**config.mk**
```make
export PLATFORM = sky130hd
export DESIGN_NAME = regfile_wb_queue
export DESIGN_NICKNAME = d
export VERILOG_FILES = /design/src/rtl/regfile_wb_queue.sv
export SDC_FILE = /design/constraint.sdc
export NUM_CORES = 1
export LEC_CHECK = 0
export ABC_AREA = 1
export BUFFER_PORTS_ARGS = -buffer_cell sky130_fd_sc_hd__buf_2
export CAP_MARGIN = 10
export CORE_MARGIN = 5
export CORE_UTILIZATION = 32
export DETAILED_ROUTE_END_ITERATION = 10
export GPL_TIMING_DRIVEN = 0
export PLACE_DENSITY = 0.52
export RECOVER_POWER = 50
export SYNTH_ARGS = -nofsm -noshare
export SYNTH_HDL_FRONTEND = slang
export SYNTH_SLANG_ARGS = --single-unit
export TNS_END_PERCENT = 1
```
**constraint.sdc**
```tcl
create_clock -name clk -period 5.69 [get_ports clk]
set_clock_uncertainty 0.1 [all_clocks]
set_input_delay 0.8535 -clock clk [delete_from_list [all_inputs] [get_ports clk]]
set_output_delay 0.8535 -clock clk [all_outputs]
set_load 0.02 [all_outputs]
```
**src/rtl/regfile_wb_queue.sv**
```systemverilog
// regfile_wb_queue
//   Sole driver of the register-file write port. Single-cycle datapath
//   writebacks (port A) always win; results from multi-cycle units (port B,
//   valid/ready) are buffered in a DEPTH-entry FIFO and drained into idle
//   write-port cycles. A later A write to the same register squashes older
//   queued entries (WAW). Pending live destinations are reported to decode
//   through chk_busy.
// Ports
//   clk, rst          clock; asynchronous active-low reset
//   a_id, a_data      datapath writeback (a_id==0: no write)
//   b_valid, b_ready  port B handshake
//   b_id, b_data      port B writeback (b_id==0: accepted, nothing stored)
//   write_id          regfile write_id (0: no write)
//   write_input       regfile write data
//   chk_id1, chk_id2  read-hazard queries
//   chk_busy          a queried non-zero reg has a live queued write
//   count             occupied FIFO slots (live + squashed)
module regfile_wb_queue #(
  parameter int DEPTH = 4,
  parameter int AW    = 2
) (
  input  logic          clk,
  input  logic          rst,
  input  logic [4:0]    a_id,
  input  logic [31:0]   a_data,
  input  logic          b_valid,
  output logic          b_ready,
  input  logic [4:0]    b_id,
  input  logic [31:0]   b_data,
  output logic [4:0]    write_id,
  output logic [31:0]   write_input,
  input  logic [4:0]    chk_id1,
  input  logic [4:0]    chk_id2,
  output logic          chk_busy,
  output logic [AW:0]   count
);

  localparam logic [AW:0] FULL = DEPTH[AW:0];

  logic          live_q [DEPTH];
  logic [4:0]    id_q   [DEPTH];
  logic [31:0]   data_q [DEPTH];
  logic [AW-1:0] head_q, tail_q;
  logic [AW:0]   count_q, count_d;

  logic head_live, pop, store, a_wr;
  logic busy1, busy2;

  assign a_wr      = (a_id != 5'd0);
  // Popped slots are cleared, so the live bit alone marks a stored live write.
  assign head_live = live_q[head_q];
  // A squashed head leaves every cycle; a live head only when A is idle.
  assign pop       = (count_q != '0) && (!head_live || !a_wr);
  assign b_ready   = rst && (count_q != FULL);
  assign store     = b_valid && b_ready && (b_id != 5'd0);
  assign count     = count_q;

  always_comb begin
    count_d = count_q;
    unique case ({store, pop})
      2'b10:   count_d = count_q + (AW+1)'(1);
      2'b01:   count_d = count_q - (AW+1)'(1);
      default: count_d = count_q;
    endcase
  end

  always_comb begin
    write_id    = '0;
    write_input = '0;
    if (rst) begin
      if (a_wr) begin
        write_id    = a_id;
        write_input = a_data;
      end else if (count_q != '0 && head_live) begin
        write_id    = id_q[head_q];
        write_input = data_q[head_q];
      end
    end
  end

  always_comb begin
    busy1 = 1'b0;
    busy2 = 1'b0;
    for (int unsigned i = 0; i < DEPTH; i++) begin
      if (live_q[i] && id_q[i] == chk_id1) busy1 = 1'b1;
      if (live_q[i] && id_q[i] == chk_id2) busy2 = 1'b1;
    end
    chk_busy = rst && (((chk_id1 != 5'd0) && busy1) || ((chk_id2 != 5'd0) && busy2));
  end

  always_ff @(posedge clk or negedge rst) begin
    if (!rst) begin
      head_q  <= '0;
      tail_q  <= '0;
      count_q <= '0;
      for (int unsigned i = 0; i < DEPTH; i++) begin
        live_q[i] <= 1'b0;
        id_q[i]   <= '0;
        data_q[i] <= '0;
      end
    end else begin
      // Squash and pop only clear live bits; the push writes the free tail
      // slot last, so an entry pushed at this edge survives a matching A write.
      for (int unsigned i = 0; i < DEPTH; i++) begin
        if (a_wr && live_q[i] && id_q[i] == a_id) live_q[i] <= 1'b0;
      end
      if (pop) begin
        live_q[head_q] <= 1'b0;
        head_q         <= head_q + AW'(1);
      end
      if (store) begin
        live_q[tail_q] <= 1'b1;
        id_q[tail_q]   <= b_id;
        data_q[tail_q] <= b_data;
        tail_q         <= tail_q + AW'(1);
      end
      count_q <= count_d;
    end
  end

endmodule
```
Yosys cells after proc, flatten, opt, wreduce, memory -nomap -nowiden
Cells that the tools add are included.
{ "word_totals": {"word_cells": 119, "register_bits": 159, "in_bits": 87, "out_inout_bits": 42} }
{ "op_classes": {"bitwise_logic": 5, "mux": 40, "eq_ne": 15, "n_reduce_logical": 36, "add_sub_neg": 4, "magnitude_cmp": 4} }
{ "ops": {"columns": ["op", "count"], "rows": [
  ["$mux 32", 6],
  ["$bwmux 128", 1],
  ["$bmux 32 s2", 1],
  ["$demux 32 s2", 1],
  ["$eq 5x5->1", 12],
  ["$mux 5", 6],
  ["$logic_and 1x1->1", 26],
  ["$bwmux 20", 1],
  ["$reduce_bool 5->1", 4],
  ["$mux 1", 16],
  ["$bmux 5 s2", 1],
  ["$demux 5 s2", 1],
  ["$mux 4", 2],
  ["$ge 3x3->1 const B", 2],
  ["$lt 3x1->1 const B", 2],
  ["$not 2->3", 2],
  ["$pmux 3 s2", 1],
  ["$add 2x1->2 const B", 2],
  ["$and 4x4->4", 1],
  ["$demux 1 s2", 2],
  ["$not 4->4", 1],
  ["$or 4x4->4", 1],
  ["$add 3x1->3 const B", 1],
  ["$ne 3x3->1 const B", 1],
  ["8 further kinds", 10]
]} }

Logic depth before layout (Yosys ltp)
Gate-level depths: netlist of the first run.
{ "logic_depth": {"ltp_word": 10, "depth_mapped": 14, "depth_no_buf": 14} }

Worst setup path after synthesis of the first run
No wires, ideal clock.
{ "synth_path": {"path_type": "input to output", "from": "input port a_id[4]", "to": "output port write_input[22]", "slack_ns": 2.506, "required_time_ns": 4.737, "arrival_time_ns": 2.230, "stages": 8, "path_cell_list": "buf_2 -> inv_1 -> nand4_1 -> inv_1 -> buf_2 -> buf_2 -> nand3_1 -> a21oi_1"} }
{ "synth_via": {"elab_chain_cells": 3} }
{ "synth_rtl": {"columns": ["element", "line", "source"], "rows": [
  ["start: declaration", "24", "input logic [4:0] a_id,"],
  ["$reduce_bool 5->1", "49", "assign a_wr = (a_id != 5'd0);"],
  ["$mux 32", "71", "if (a_wr) begin"],
  ["$mux 32", "70", "if (rst) begin"],
  ["end: declaration", "31", "output logic [31:0] write_input,"]
]} }
No other way between the ends.

Worst setup path after layout of the first run
{ "layout_path": {"from": "input port a_id[2]", "to": "output port write_input[22]"} }
Same word-level chain as after synthesis.

==> qor.yml, run 1 <==
max-clock-path-buffers: 2
cts_repair_resize_count: 0
placement.setup.worst_slack_ns: 1.41
timing.setup.critical_path_class: "in2out"
drtAntennaViolNets: 0
power.ir.vdd_worst_uv: 192
number_of_h_tree_levels: 4
detail_route.wl_per_cell_um: 18.4
fp.dieArea_mm2: 0.0302
hold_violations: 0
netlist-cell-type-count: 27
outcome: "finished clean"
final-setup-viol-count: 0
synthesis.nets: 1238
timing_max_transition_violations_final: 0
number_of_enable_flip_flop_cells_after_synthesis: 0
drv_cap: 0
final_area_mm2: 0.0103
antenna_found_initial: 0
core_area_mm2: 0.0267
critPathLaunchType: "primary input"
pin_count: 129
critical_path_arrival_ns: 3.38
post_synth_inst_count: 1141
post_cts_hold_buffer_count: 0
initial_drt_pass_iterations: 5
worst_slew_pin_slew_ns: 0.916
grt_max_degree: 94
finalWorstPathRequiredPeriod_ns: 4.33
hold_class: "in2async"
finalWirelength_mm: 30.3
ys_async_sr_fraction_pct: 100
critPathMaxFanout: 10
n_antenna_cell: 0
dieHeight_um: 174
synth_seq_area_share_pct: 46.3
worst_slew_margin_rel_pct: 38.9
whs_ns: 0.350
grt_overflow_total: 0
power_density_mw_per_mm2: 546
placedInstanceArea_mm2: 0.00969
ys.warnings.count: 0
post_synth_instance_area_mm2: 0.00860
worst_setup_end_kind: "output pin"
timing.critical_path.required_ns: 4.74
power.static_leakage_nw: 5.06
drc: 0
ys_seq_elements: 159
final_util_pct: 38.4
dpl.cell_count: 1608
clockRootBuffer: "clkbuf_16"
detail_route.vias_per_cell: 5.06
post_cts.repair.setup_buffers: 0
hpwlAfterDp_mm: 21.9
worst_r2r_path_depth: 12
rsz0062_at_grt: "no"
wire_length_of_the_first_global_routing_pass_mm: 47.4
clock_insertion_delay_worst_skew_ns: 0.42
fraction_of_final_layout_cells_with_drive_strength_greater_than_1_pct: 14.3
maxClockFrequency_mhz: 231
syn_avg_cell_area_um2: 7.53
setup_slack_ns: 1.36
tritoncts.num_buffers: 17
die_width_um: 174
postSynth.topFlopCell: "dfrtp_1"
fin_crit_sh_pct: 76.1
final_nets: 1383
gp_congestion: 0.939
area_growth_from_synthesis_to_final_layout_pct: 19.3
gr-usage-all-layers_pct: 19.8
first_global_vias: 8189
floorplan.rows: 60
layoutNonFillerInstCount: 1640
route.vias.total: 8304
clock_sinks: 159
clkSlewWorstSetupHoldPaths_ns: 0.07
cts_tree: "yes"
initial_core_util_pct: 32.2
num-fill-cells: 2875
portBuffers: 125
drtIter0Drc: 780
[cells in the mapped netlist (7+ instances only)]
library cell / number / area [um2]
buf_6: 19 / 214
nand2_1: 296 / 1110
inv_1: 81 / 304
nor3_1: 7 / 35.0
o22ai_1: 37 / 231
ha_1: 9 / 113
nand4_1: 9 / 56.3
a21oi_1: 50 / 250
o21ai_0: 163 / 816
buf_2: 11 / 55.1
dfrtp_1: 159 / 3980
nand3_1: 39 / 195
clkbuf_1: 38 / 143
nor2_1: 103 / 387
xor2_1: 9 / 78.8
o21ai_1: 88 / 440
[path summary, 6_finish.rpt]
| check | start | to | slack (ns) |
|---|---|---|---|
| max in group asynchronous | rst | id_q[14]$_DFFE_PN0P_ | 4.31 |
| min | rst | data_q[20]$_DFFE_PN0P_ | 0.35 |
| min reg2reg | data_q[44]$_DFFE_PN0P_ | data_q[44]$_DFFE_PN0P_ | 0.38 |
| max reg2reg | head_q[0]$_DFFE_PN0N_ | count[2]$_DFFE_PN0P_ | 3.10 |
| min in group clk | data_q[44]$_DFFE_PN0P_ | data_q[44]$_DFFE_PN0P_ | 0.38 |
| max | a_id[2] | write_input[22] | 1.36 |
[layout make-up]
| type | instances | area (um2) | share of cell area (%) |
|---|---|---|---|
| repair buffers | 126 | 658 | 6.42 |
| inverters | 82 | 308 | 3.00 |
| clock buffers | 17 | 425 | 4.15 |
| plain buffers | 75 | 408 | 3.98 |
| multi-input cells | 825 | 3850 | 37.5 |
| clock inverters | 15 | 201 | 1.96 |
| flip-flops and latches | 159 | 3980 | 38.8 |
| well taps | 341 | 427 | 4.16 |
[kinds of logic after synthesis]
family	count (synthesis)	share of synthesized area, %
AND/OR/NAND/NOR	461	21.3
XOR/XNOR	14	1.43
flip-flops	159	46.3
adder cells (fa/ha/maj)	10	1.54
AO/OA/AOI/OAI	340	20.6
buffers and inverters	157	8.85
[layout by cell type, fill, tap and decap left out, drive strengths merged, types with 4 or more instances in the layout]
master,Yosys,routed
xor2,9,9
o22ai,37,37
clkinv,0,4
nand4,9,9
buf,37,153
o21ai,251,251
xnor2,5,5
nor2,104,104
ha,9,9
nand2,300,300
a21oi,50,50
nand3,39,39
inv,82,88
nor3,7,7
dfrtp,159,159
clkbuf,38,65
[sequential cells by signal, indices dropped and copies added (netlist names)]
signal,count
data_q,128
id_q,20
live_q,4
count,3
head_q,2
tail_q,2
[worst max-delay path, stage by stage]
cell and delay, ns:
clkbuf_1 0.15, inv_1 0.20, nand4_1 0.54, inv_1 0.35, buf_2 0.34, buf_2 0.33
nand3_1 0.14, a21oi_1 0.23, buf_2 0.22
[per-stage QoR]
stage | power (mW) | setup TNS (ns)
after global routing | 6.06 | 0
after floorplan | 3.60 | 0
after global placement | 4.35 | -13.46
after CTS | 5.62 | 0
after detailed placement | 4.39 | 0
final | 5.59 | 0
[metal layers]
layer  part of all wire [%]  vias to the layer above  routed length, um  GRT usage (%)
met5                      0                        -                  0              0
met1                     47                     3978              14100           28.2
li1                       -                     4040                  -              -
met3                    5.0                       35               1510           2.61
met2                     46                      251              13900           31.7
met4                    2.2                        0                658           5.91
[power by group]
| part | internal [mW] | leakage (nW) | switching (mW) |
|---|---|---|---|
| clock network | 0.707 | 0.301 | 0.518 |
| registers | 1.68 | 1.99 | 0.388 |
| logic | 0.811 | 2.77 | 1.49 |
No activity file was read; power rests on OpenSTA's default activity.
==> run 2, diff against run 1 <==
==> constraint.sdc (replaced) <==
create_clock -name clk -period 4.5 [get_ports clk]
set_clock_uncertainty 0.1 [all_clocks]
set_input_delay 0.675 -clock clk [delete_from_list [all_inputs] [get_ports clk]]
set_output_delay 0.675 -clock clk [all_outputs]
set_load 0.02 [all_outputs]
==> run 2 against run 1 <==
Against the previous run: global-route usage did not move; critical path type unchanged; largest power group unchanged; worst setup slack got worse by 0.79 ns; register-to-register slack got worse by 1.2 ns; critical endpoint unchanged.
==> qor.yml, run 2 (synthesis results as in run 1) <==
clkSlewWorstSetupHoldPaths_ns: 0.07  # about the same
drc: 0  # unchanged
finalWorstPathRequiredPeriod_ns: 3.94
die_width_um: 174  # unchanged
drtAntennaViolNets: 0  # unchanged
hold_class: "in2async"
top_register: "data_q"
grt_max_degree: 94  # unchanged
route.vias.total: 8320  # +0.19%
grt_overflow_total: 0  # unchanged
final_cell_mix: "nand2_1 (297), o21ai_0 (168), dfrtp_1 (159)"
fin_crit_sh_pct: 87.5
critPathMaxFanout: 10  # unchanged
gp_congestion: 0.939  # unchanged
layout_commonest_cell: "nand2_1"
initial_drt_pass_iterations: 5  # unchanged
clock_insertion_delay_worst_skew_ns: 0.42  # about the same
total_power_mw: 7.07  # +26%
power_density_mw_per_mm2: 690  # +26%
detail_route.vias_per_cell: 5.07  # +0.19%
setup_slack_ns: 0.564  # -0.793 ns
hold_violations: 0  # unchanged
cts_repair_resize_count: 0  # unchanged
portBuffers: 125  # unchanged
n_antenna_cell: 0  # unchanged
biggest_registers_after_layout: "data_q: 128 flops, id_q: 20 flops, live_q: 4 flops"
worstReg2RegEnd: "count[2]$_DFFE_PN0P_"
final_area_mm2: 0.0103  # unchanged
rsz0062_at_grt: "no"
clockRootBuffer: "clkbuf_16"
first_global_vias: 8189  # unchanged
final_nets: 1383  # unchanged
post_cts_hold_buffer_count: 0  # unchanged
finalWirelength_mm: 30.3  # +0.15%
detail_route.wl_per_cell_um: 18.5  # +0.15%
gr-usage-all-layers_pct: 19.8  # unchanged
core_area_mm2: 0.0267  # unchanged
tritoncts.num_buffers: 17  # unchanged
number_of_h_tree_levels: 4  # unchanged
placement.setup.worst_slack_ns: 0.572  # -0.833 ns
drv_cap: 0  # unchanged
worst_r2r_startpoint: "head_q[0]$_DFFE_PN0N_"
worst_setup_end_kind: "output pin"
hpwlAfterDp_mm: 21.9  # unchanged
clock_sinks: 159  # unchanged
largest_reg_flops: 128  # unchanged
timing.critical_path.required_ns: 3.72  # -1.02 ns
floorplan.rows: 60  # unchanged
wire_length_of_the_first_global_routing_pass_mm: 47.4  # unchanged
worst_slew_pin_slew_ns: 0.913  # -0.00343 ns
area_growth_from_synthesis_to_final_layout_pct: 19.3  # unchanged
maxClockFrequency_mhz: 254
worst_r2r_path_depth: 12  # unchanged
drtIter0Drc: 777  # -0.38%
power.ir.vdd_worst_uv: 242  # +26%
timing_max_transition_violations_final: 0  # unchanged
timing.setup.critical_path_class: "in2out"
outcome: "finished clean"
pin_count: 129  # unchanged
final-setup-viol-count: 0  # unchanged
critical_path_arrival_ns: 3.16  # -0.22 ns
max-clock-path-buffers: 2  # unchanged
fraction_of_final_layout_cells_with_drive_strength_greater_than_1_pct: 14.3  # unchanged
antenna_found_initial: 0  # unchanged
whs_ns: 0.174  # -0.176 ns
setup.reg_to_reg.worst_slack_ns: 1.90  # -1.20 ns
initial_core_util_pct: 32.2  # unchanged
placedInstanceArea_mm2: 0.00969  # unchanged
critPathLaunchType: "primary input"
fp.dieArea_mm2: 0.0302  # unchanged
power.static_leakage_nw: 5.06  # about the same
dieHeight_um: 174  # unchanged
worst_slew_margin_rel_pct: 39.1  # +0.23 points
post_cts.repair.setup_buffers: 0  # unchanged
cts_tree: "yes"
## run 2: cell count changes in the layout (fill, tap and decap cells not counted), sizes merged
cell / previous run / this run
clkbuf: 65 / 66
buf: 153 / 152
## run 2: worst max-delay path, stage by stage
cell	delay, ns
buf_2	0.14
inv_1	0.17
nand4_1	0.54
inv_1	0.35
buf_2	0.34
buf_2	0.34
nand3_1	0.14
a21oi_1	0.23
buf_2	0.22
## run 2: worst max-delay path by stage
stage | end | from | depth (start not counted) | slack [ns]
after floorplan | write_input[22] | a_id[4] | 8 | 1.67
after global placement | write_id[3] | rst | 6 | -1.61
after detailed placement | write_input[22] | a_id[2] | 9 | 0.57
after CTS | write_input[22] | a_id[2] | 9 | 0.57
after global routing | write_id[0] | rst | 7 | 0.39
final | write_input[22] | a_id[2] | 9 | 0.56
## run 2: final cells by class
class / instances / area (um2)
Timing Repair Buffer: 126 / 659
Buffer: 75 / 407
Clock inverter: 15 / 201
Inverter: 82 / 308
Tap cell: 341 / 427
Clock buffer: 17 / 425
Multi-Input combinational cell: 825 / 3850
Fill cell: 2873 / 16500
Sequential cell: 159 / 3980
## run 2: through the flow
step,utilization (%),setup TNS [ns],cells
final,38.4,0,1640
after global routing,38.4,0,1640
after CTS,38.6,0,1640
after detailed placement,36.2,0,1608
after global placement,36.1,-208.97,1607
after floorplan,-,0,1141
## run 2: layer usage
metal  wire length [um]  track usage (%)
met4                653             5.91
met5                  0                0
met3               1510             2.61
met2              13900             31.7
met1              14200             28.2
## run 2: power by group
part	total [mW]	switching [mW]	internal [mW]
Sequential	2.61	0.492	2.12
Clock	1.55	0.655	0.894
Combinational	2.92	1.89	1.02
Total	7.07	3.04	4.04
==> run 3, diff against run 2 <==
--- a/config.mk
+++ b/config.mk
@@ -10,6 +10,7 @@
 export CAP_MARGIN = 10
 export CORE_MARGIN = 5
 export CORE_UTILIZATION = 32
+export CTS_BUF_LIST = sky130_fd_sc_hd__clkbuf_4 sky130_fd_sc_hd__clkbuf_8
 export DETAILED_ROUTE_END_ITERATION = 10
 export GPL_TIMING_DRIVEN = 0
 export PLACE_DENSITY = 0.52
==> run 3 against run 2 <==
Against the previous run: clock-buffer cell count is the same; utilization shrank 0.72 points; clock power shrank 24%; worst hold slack lost 0.060 ns; final cell count is the same; register-to-register slack gained 0.02 ns; power shrank 5.3%; via count is essentially flat; largest cell class unchanged; highest routed layer unchanged; critical path type unchanged; global-route usage is essentially flat; first-iteration DRC count shrank 3.3%; die area is the same; wire length is essentially flat.
==> qor.yml, run 3 (synthesis results as in run 1) <==
power_density_mw_per_mm2: 666  # -3.5%
top_cell_by_count_worst_path: "clkbuf_1"
final_nets: 1383  # unchanged
finalWirelength_mm: 30.3  # about the same
worst_setup_end_kind: "output pin"
crit_path_cell_trace: "buf_8 > buf_16 > inv_1 > clkbuf_1 > clkbuf_1 > a21oi_1 > buf_2"
top_register: "data_q"
timing_max_transition_violations_final: 0  # unchanged
global_route.peak_usage_layer: "met2"
placement.setup.worst_slack_ns: 0.572  # unchanged
critical_path.slowest_cell: "buf_8"
route.vias.total: 8325  # +0.060%
initial_drt_pass_iterations: 5  # unchanged
pin_count: 129  # unchanged
number_of_h_tree_levels: 4  # unchanged
grt_use_met3_pct: 2.61  # unchanged
antenna_found_initial: 0  # unchanged
timing.critical_path.required_ns: 3.72  # about the same
drtAntennaViolNets: 0  # unchanged
hold_class: "in2async"
worst_slew_margin_rel_pct: 38.4  # -0.74 points
cts_repair_resize_count: 0  # unchanged
timing.setup.critical_path_class: "in2out"
power.static_leakage_nw: 4.97  # -1.7%
grtUsageMet2_pct: 31.9  # +0.16 points
grt_max_degree: 94  # unchanged
kind_of_cell_with_the_highest_combined_delay_on_the_critical_path: "buffers and inverters"
gr-usage-met1_pct: 28.2  # about the same
max-clock-path-buffers: 2  # unchanged
total_power_mw: 6.70  # -5.3%
num-fill-cells: 2895  # +0.77%
detail_route.wl_per_cell_um: 18.5  # about the same
rsz0062_at_grt: "no"
power.share.switching_pct: 44.7  # +1.7 points
maxClockFrequency_mhz: 254  # -0.15%
dieHeight_um: 174  # unchanged
outcome: "finished clean"
cts_tree: "yes"
clkSlewWorstSetupHoldPaths_ns: 0.09  # +0.02 ns
final-setup-viol-count: 0  # unchanged
power.internal_mw: 3.71  # -8.2%
clockRootBuffer: "clkbuf_8"
area_growth_from_synthesis_to_final_layout_pct: 17.0
p_comb_share_pct: 43.5  # +2.3 points
hpwlAfterDp_mm: 21.9  # unchanged
power.share.sequential_pct: 38.9  # +2.0 points
gr-usage-all-layers_pct: 19.8  # -0.047 points
detail_route.vias_per_cell: 5.08  # about the same
drv_cap: 0  # unchanged
critPathLaunchType: "primary input"
critPathMaxFanout: 93  # +83
critical_path_arrival_ns: 3.17  # about the same
fraction_of_final_layout_cells_with_drive_strength_greater_than_1_pct: 14.3  # unchanged
finalWorstPathRequiredPeriod_ns: 3.94  # +0.00583 ns
setup.worst_path.start: "rst"
crit_buf_inv: 6  # unchanged
post_cts.repair.setup_buffers: 0  # unchanged
final_cell_mix: "nand2_1 (297), o21ai_0 (168), dfrtp_1 (159)"
core_area_mm2: 0.0267  # unchanged
gp_congestion: 0.939  # unchanged
layoutNonFillerInstCount: 1640  # unchanged
worst_slew_pin_slew_ns: 0.924  # +0.0111 ns
final_util_pct: 37.6  # -0.72 points
drc: 0  # unchanged
post_cts_hold_buffer_count: 0  # unchanged
grt_overflow_total: 0  # unchanged
n_antenna_cell: 0  # unchanged
fin_crit_sh_pct: 87.6  # +0.13 points
biggest_registers_after_layout: "data_q: 128 flops, id_q: 20 flops, live_q: 4 flops"
drtIter0Drc: 751  # -3.3%
proportion_of_power_drawn_by_the_clock_network_pct: 17.6  # -4.3 points
layout_commonest_cell: "nand2_1"
clock_insertion_delay_worst_skew_ns: 0.46  # +0.04 ns
worst_r2r_startpoint: "count[0]$_DFFE_PN0P_"
portBuffers: 125  # unchanged
wire_length_of_the_first_global_routing_pass_mm: 47.3  # -0.20%
initial_core_util_pct: 32.2  # unchanged
tritoncts.num_buffers: 17  # unchanged
total_switching_power_mw: 2.99  # -1.5%
floorplan.rows: 60  # unchanged
largest_reg_flops: 128  # unchanged
hold_violations: 0  # unchanged
dpl.cell_count: 1608  # unchanged
fp.dieArea_mm2: 0.0302  # unchanged
setup_slack_ns: 0.558  # -0.00583 ns
first_global_vias: 8136  # -0.65%
clock_sinks: 159  # unchanged
die_width_um: 174  # unchanged
worst_path_largest_cell_delay_ns: 0.50  # -0.04 ns
power.ir.vdd_worst_uv: 219  # -9.4%
run 3: cell counts in the layout (fill, tap and decap cells not counted):
No cell type changed its count.
run 3: final cells by class:
class	count	area (um2)	area share, %
Buffer	75	407	4.04
Clock buffer	17	234	2.33
Clock inverter	15	201	2.00
Inverter	82	308	3.06
Multi-Input combinational cell	825	3850	38.2
Sequential cell	159	3980	39.5
Tap cell	341	427	4.24
Timing Repair Buffer	126	659	6.55
run 3: path summary, 6_finish.rpt:
kind / end / slack (ns) / cells past startpoint
max in group asynchronous: tail_q[1]$_DFFE_PN0P_ / 3.33 / 2
max reg2reg: data_q[99]$_DFFE_PN0P_ / 1.92 / 9
max: write_id[3] / 0.56 / 7
min: data_q[21]$_DFFE_PN0P_ / 0.11 / 1
min in group clk: data_q[45]$_DFFE_PN0P_ / 0.39 / 2
min reg2reg: data_q[45]$_DFFE_PN0P_ / 0.39 / 2
run 3: routing by layer:
layer	wire length [um]	part of all wire, %
met1	14200	47
met2	14200	47
met3	1420	4.7
met4	507	1.7
met5	0	0
run 3: power groups by stage:
stage | combinational, mW | sequential, mW | clock, mW
floorplan | 2.07 | 2.48 | 0
global placement | 2.89 | 2.60 | 0
detailed placement | 2.94 | 2.61 | 0
CTS | 2.94 | 2.59 | 1.20
global route | 3.33 | 2.69 | 1.26
finish | 2.92 | 2.61 | 1.18
run 3: stage by stage:
stage,setup TNS (ns),hold WS [ns],cell area [um2]
CTS,0,0.143,10100
floorplan,0,0.279,8600
detailed placement,0,0.368,9690
global placement,-208.97,0.361,9650
finish,0,0.114,10100
global route,0,0.173,10100
